===== src/rtl/mux_nto1_reg_if.sv =====
// mux_nto1_reg_if: channel inputs, select controls and registered output bundle for mux_nto1_reg.
// out_par is present only when MUX_PARITY_EN is defined.
interface mux_nto1_reg_if #(
  parameter int WIDTH    = 16,
  parameter int CHANNELS = 16,
  parameter int SEL_W    = $clog2(CHANNELS)
);
  logic [CHANNELS*WIDTH-1:0] in_data;
  logic [CHANNELS-1:0]       in_valid;
  logic [CHANNELS-1:0]       in_ready;
  logic                      mode;
  logic [SEL_W-1:0]          sel;
  logic [WIDTH-1:0]          out_data;
  logic [SEL_W-1:0]          out_sel;
  logic                      out_valid;
  logic                      out_ready;
  logic                      sel_err;
`ifdef MUX_PARITY_EN
  logic                      out_par;
  modport master (output in_data, in_valid, mode, sel, out_ready,
                  input in_ready, out_data, out_sel, out_valid, sel_err, out_par);
  modport slave  (input in_data, in_valid, mode, sel, out_ready,
                  output in_ready, out_data, out_sel, out_valid, sel_err, out_par);
`else
  modport master (output in_data, in_valid, mode, sel, out_ready,
                  input in_ready, out_data, out_sel, out_valid, sel_err);
  modport slave  (input in_data, in_valid, mode, sel, out_ready,
                  output in_ready, out_data, out_sel, out_valid, sel_err);
`endif
endinterface


===== src/rtl/mux_nto1_reg.sv =====
// mux_nto1_reg: registered N-to-1 valid/ready mux, manual select or round-robin scan.
// Defining MUX_PARITY_EN adds a registered even-parity bit out_par alongside out_data.
module mux_nto1_reg #(
  parameter int WIDTH    = 16,
  parameter int CHANNELS = 16,
  parameter int SEL_W    = $clog2(CHANNELS)
) (
  input logic          clk,
  input logic          rst_n,
  mux_nto1_reg_if.slave bus
);
  localparam int SPAN = 1 << SEL_W;
  // Bit k set when select value k names a real channel; all ones for power-of-two CHANNELS.
  localparam logic [SPAN-1:0] SEL_OK = {SPAN{1'b1}} >> (SPAN - CHANNELS);
  logic [SEL_W-1:0] ptr;
  logic [SEL_W-1:0] cand;
  logic             hit;
  logic             space;
  logic             take;
  logic [WIDTH-1:0] word;
  function automatic logic [SEL_W-1:0] wrap(input int p);
    return SEL_W'(p >= CHANNELS ? p - CHANNELS : p);
  endfunction
  assign space = rst_n && (!bus.out_valid || bus.out_ready);
  // Scan walks backwards so the nearest valid channel after ptr is the last one written.
  always_comb begin
    cand = '0;
    hit  = 1'b0;
    if (bus.mode) begin
      for (int i = CHANNELS; i >= 1; i--) begin
        if (bus.in_valid[wrap(int'(ptr) + i)]) begin
          cand = wrap(int'(ptr) + i);
          hit  = 1'b1;
        end
      end
    end else begin
      hit  = SEL_OK[bus.sel];
      cand = SEL_OK[bus.sel] ? bus.sel : '0;
    end
  end
  assign take         = hit && space && bus.in_valid[cand];
  assign word         = bus.in_data[cand*WIDTH +: WIDTH];
  assign bus.in_ready = (hit && space) ? {{(CHANNELS-1){1'b0}}, 1'b1} << cand : '0;
  always_ff @(posedge clk or negedge rst_n) begin
    if (!rst_n) begin
      bus.out_data  <= '0;
      bus.out_sel   <= '0;
      bus.out_valid <= 1'b0;
      bus.sel_err   <= 1'b0;
      ptr           <= SEL_W'(CHANNELS - 1);
    end else begin
      if (take) begin
        bus.out_data  <= word;
        bus.out_sel   <= cand;
        bus.out_valid <= 1'b1;
      end else if (bus.out_ready) begin
        bus.out_valid <= 1'b0;
      end
      if (take && bus.mode) ptr <= cand;
      bus.sel_err <= !bus.mode && !SEL_OK[bus.sel];
    end
  end
`ifdef MUX_PARITY_EN
  always_ff @(posedge clk or negedge rst_n) begin
    if (!rst_n) bus.out_par <= 1'b0;
    else if (take) bus.out_par <= ^word;
  end
`endif
endmodule


===== src/flat_wrapper.sv =====
// flat-port wrapper written by rule: the top's interface ports become plain ports
module mux_nto1_reg_flat 
#(
  parameter int WIDTH    = 16,
  parameter int CHANNELS = 16,
  parameter int SEL_W    = $clog2(CHANNELS)
)
  (clk, rst_n, bus_in_data, bus_in_valid, bus_mode, bus_sel, bus_out_ready, bus_in_ready, bus_out_data, bus_out_sel, bus_out_valid, bus_sel_err);
  mux_nto1_reg_if #(.WIDTH(WIDTH), .CHANNELS(CHANNELS), .SEL_W(SEL_W)) bus_i ();
  input logic clk;
  input logic rst_n;
  input wire logic [$bits(bus_i.in_data)-1:0] bus_in_data;
  input wire logic [$bits(bus_i.in_valid)-1:0] bus_in_valid;
  input wire logic [$bits(bus_i.mode)-1:0] bus_mode;
  input wire logic [$bits(bus_i.sel)-1:0] bus_sel;
  input wire logic [$bits(bus_i.out_ready)-1:0] bus_out_ready;
  output wire logic [$bits(bus_i.in_ready)-1:0] bus_in_ready;
  output wire logic [$bits(bus_i.out_data)-1:0] bus_out_data;
  output wire logic [$bits(bus_i.out_sel)-1:0] bus_out_sel;
  output wire logic [$bits(bus_i.out_valid)-1:0] bus_out_valid;
  output wire logic [$bits(bus_i.sel_err)-1:0] bus_sel_err;
  assign bus_i.in_data = bus_in_data;
  assign bus_i.in_valid = bus_in_valid;
  assign bus_i.mode = bus_mode;
  assign bus_i.sel = bus_sel;
  assign bus_i.out_ready = bus_out_ready;
  assign bus_in_ready = bus_i.in_ready;
  assign bus_out_data = bus_i.out_data;
  assign bus_out_sel = bus_i.out_sel;
  assign bus_out_valid = bus_i.out_valid;
  assign bus_sel_err = bus_i.sel_err;
  mux_nto1_reg #(.WIDTH(WIDTH), .CHANNELS(CHANNELS), .SEL_W(SEL_W)) u_core (.clk(clk), .rst_n(rst_n), .bus(bus_i));
endmodule

===== config.mk =====
export PLATFORM = sky130hd
export DESIGN_NAME = mux_nto1_reg_flat
export DESIGN_NICKNAME = d
export VERILOG_FILES = /design/src/rtl/mux_nto1_reg_if.sv /design/src/rtl/mux_nto1_reg.sv /design/src/flat_wrapper.sv
export SDC_FILE = /design/constraint.sdc
export NUM_CORES = 1
export LEC_CHECK = 0
export ABC_CLOCK_PERIOD_IN_PS = 5600
export CAP_MARGIN = 10
export CORE_ASPECT_RATIO = 2
export CORE_MARGIN = 2
export CORE_UTILIZATION = 38
export DETAILED_ROUTE_END_ITERATION = 10
export PLACE_DENSITY = 0.8
export SKIP_LAST_GASP = 1
export SYNTH_ARGS = -nofsm -noshare
export SYNTH_HDL_FRONTEND = slang
export SYNTH_SLANG_ARGS = --single-unit

===== constraint.sdc =====
create_clock -name clk -period 5.6 [get_ports clk]
set_input_delay 1.12 -clock clk [delete_from_list [all_inputs] [get_ports clk]]
set_output_delay 1.12 -clock clk [all_outputs]
set_load 0.01 [all_outputs]

==> impl_results.md <==
* Startpoint Class: input pin
* Vias in the first global route at 8193
* Fin. Hold Viols at 0
* DR vias at 7974
* Rel. slew slack at 0.239
* Fillcell total at 1358
* Worst path arrival time at 4.47 ns
* Routed WL per cell at 23.6 microns
* Synth Flop Type: dfrtp_1
* Fin crit share at 0.998
* Vias/cell at 5.90
* Layout Skew at 0.00455 ns
* Post-Synthesis Cells at 725
* Io pins at 318
* Non-filler cells, final at 1352
* Placed Cells at 1343
* Initial Util at 0.388
* TritonCTS clock tree: done
* Core Box Area at 0.0162 sq mm
* Max_cap viols at 0
* Die X at 94.9 microns
* Worst-path maximum fanout at 8
* Critical Path RT at 4.48 ns
* Total grt overflow at 0
* Final HPWL DP at 26700 microns
* Mean Syn Cell Area at 8.65 sq um
* Worst Setup Slack, final at 0.0121 ns
* Post-synth EDFFs at 0
* Post-synth ARST share at 1.00
* Drt total wl at 31900 microns
* GRT Overall Usage at 0.357
* DRC at 0
* Placed inst area at 0.0107 sq mm
* Crit Path Class: input pin to primary output
* Fin area at 0.0109 sq mm
* Syn. warnings at 0
* Clock transition at the registers of the reported paths at 0.07 ns
* Die area at 0.0176 sq mm
* Status: completed
* Sequential area share after synthesis at 0.101
* RSZ-0062 raised after global routing: true
* Hold Crit Class: register to register
* CTS sink count at 25
* Peak Freq at 179 MHz
* GP Congestion at 1.03
* FF+latch count, synth at 25
* Antenna-violating nets left at 0
* Layout cells sized above 1 at 0.247
* Port-buffer cells at 316
* Htree depth at 1
* Most frequent cells in the layout: clkdlybuf4s50_1, mux2i_1, buf_4
* Rows at 66
* Synth Net Count at 1012
* Tmin final at 5.59 ns
* Root Driver: clkbuf_16
* NumNets Final at 1435
* Largest net degree at the start of global routing at 55
* Maximum buffer depth of the clock tree at 2
* Number of CTS-inserted buffers at 3
* Worst-Skew Late Latency at 0.27 ns
* Detailed Route Iter0 Violations at 514
* DR pass1 iterations at 6
* Final max-slew violation count at 0
* Initial antenna violation count at 2
* Global-route wire length before repair at 46600 microns
* Least-Margin Pin Slew at 1.14 ns
* Pre-CTS setup slack at -0.632 ns
* Setup-failing EPs final at 0
* Most common cell after layout, fill and taps aside: clkdlybuf4s50_1
* Post-Syn Area at 0.00627 sq mm
* Die Span Y at 186 microns
* Cell variety after synth at 73
* Critical Path Sink Type: primary output
* Syn-to-layout area delta at 74.2%
per-layer routing:
metal / up-vias / GRT usage / part of all wire
met5: - / 0 / 0.00025
met3: 144 / 0.0599 / 0.069
met2: 494 / 0.636 / 0.52
li1: 3623 / - / -
met1: 3711 / 0.352 / 0.31
met4: 2 / 0.292 / 0.10
Yosys cell counts, types with 7 or more instances:
cell type,n,area share
buf_4,8,0.0096
a221oi_1,18,0.025
a32o_1,18,0.029
a21oi_1,13,0.010
inv_1,30,0.018
o211ai_1,11,0.013
mux2_2,8,0.014
nand2_1,87,0.052
clkbuf_1,17,0.010
nor2_1,36,0.022
dfrtp_1,21,0.084
nor3_1,11,0.0088
o21ai_0,44,0.035
mux4_2,36,0.13
buf_2,22,0.018
ha_1,7,0.014
mux2_1,37,0.066
xnor2_1,8,0.011
o22ai_1,8,0.0080
mux2i_1,168,0.27
logic make-up (layout without fill, tap and decap cells):
logic type / Yosys count / in the layout / synth area share
xor gates and xnor gates: 12 / 12 / 0.0180
and+or+nand+nor: 178 / 178 / 0.129
adders and majority gates: 7 / 7 / 0.0140
DFF: 25 / 25 / 0.101
buffers and inverters: 91 / 513 / 0.0690
muxes: 251 / 251 / 0.484
AOI/OAI and AO/OA: 160 / 160 / 0.185
other: 1 / 2 / 0.000598
per-stage QoR:
step,utilization,hold WS (ns),setup TNS (ns)
after global routing,0.675,0.527,-0.235
after global placement,0.662,0.471,-20.37
after detailed placement,0.662,0.474,-22.53
final,0.675,0.505,0
after floorplan,-,0.529,0
after CTS,0.673,0.502,-0.136
area by class of cell:
cell class                 count  area (sq um)  area share
multi-input combinational    609          5400       0.494
timing repair buffer         475          4440       0.406
sequential                    25           631      0.0577
tap                          204           255      0.0234
inverter                      34           128      0.0117
clock buffer                   3          75.1     0.00687
clock inverter                 1          7.51    0.000687
antenna                        1          2.50    0.000229
registers in the layout, summed over array words and instances (netlist names):
| name | flops |
|---|---|
| u_core.ptr | 4 |
| u_core.bus.out_sel | 4 |
| u_core.bus.out_valid | 1 |
| u_core.bus.out_data | 16 |
worst paths after layout:
kind,to,cells after the start,slack [ns],start
setup / recovery,bus_in_ready[0],12,0.01,bus_in_valid[14]
setup reg to reg,u_core.bus.out_data[0],19,0.20,u_core.ptr[0]
max in group asynchronous,u_core.ptr[1],2,4.04,rst_n
hold reg to reg,u_core.bus.out_sel[0],1,0.51,u_core.bus.out_sel[0]
min in group asynchronous,u_core.bus.out_data[12],2,1.26,rst_n
hold / removal,u_core.bus.out_sel[0],1,0.51,u_core.bus.out_sel[0]
worst max-delay path, stage by stage:
cell,delay [ns]
dlygate4sd2_1,0.30
mux4_2,0.52
mux4_2,0.55
buf_4,0.18
and3_1,0.18
o41a_1,0.35
o32ai_2,0.30
o31ai_4,0.14
buf_12,0.16
buf_4,0.15
nor3_1,0.21
dlygate4sd2_1,0.31
what timing repair did:
| item | CTS | global route |
|---|---|---|
| gates cloned | 0 | 0 |
| setup buffers | 3 | 1 |
| gates resized for setup | 75 | 30 |
| pin swaps | 6 | 4 |
| endpoints found under the setup margin | 40 | 39 |
| hold buffers | 0 | 0 |
Power is left out: the tool's default activity adds up to more than one toggle a clock period on the data nets, which glitch-free logic cannot reach.
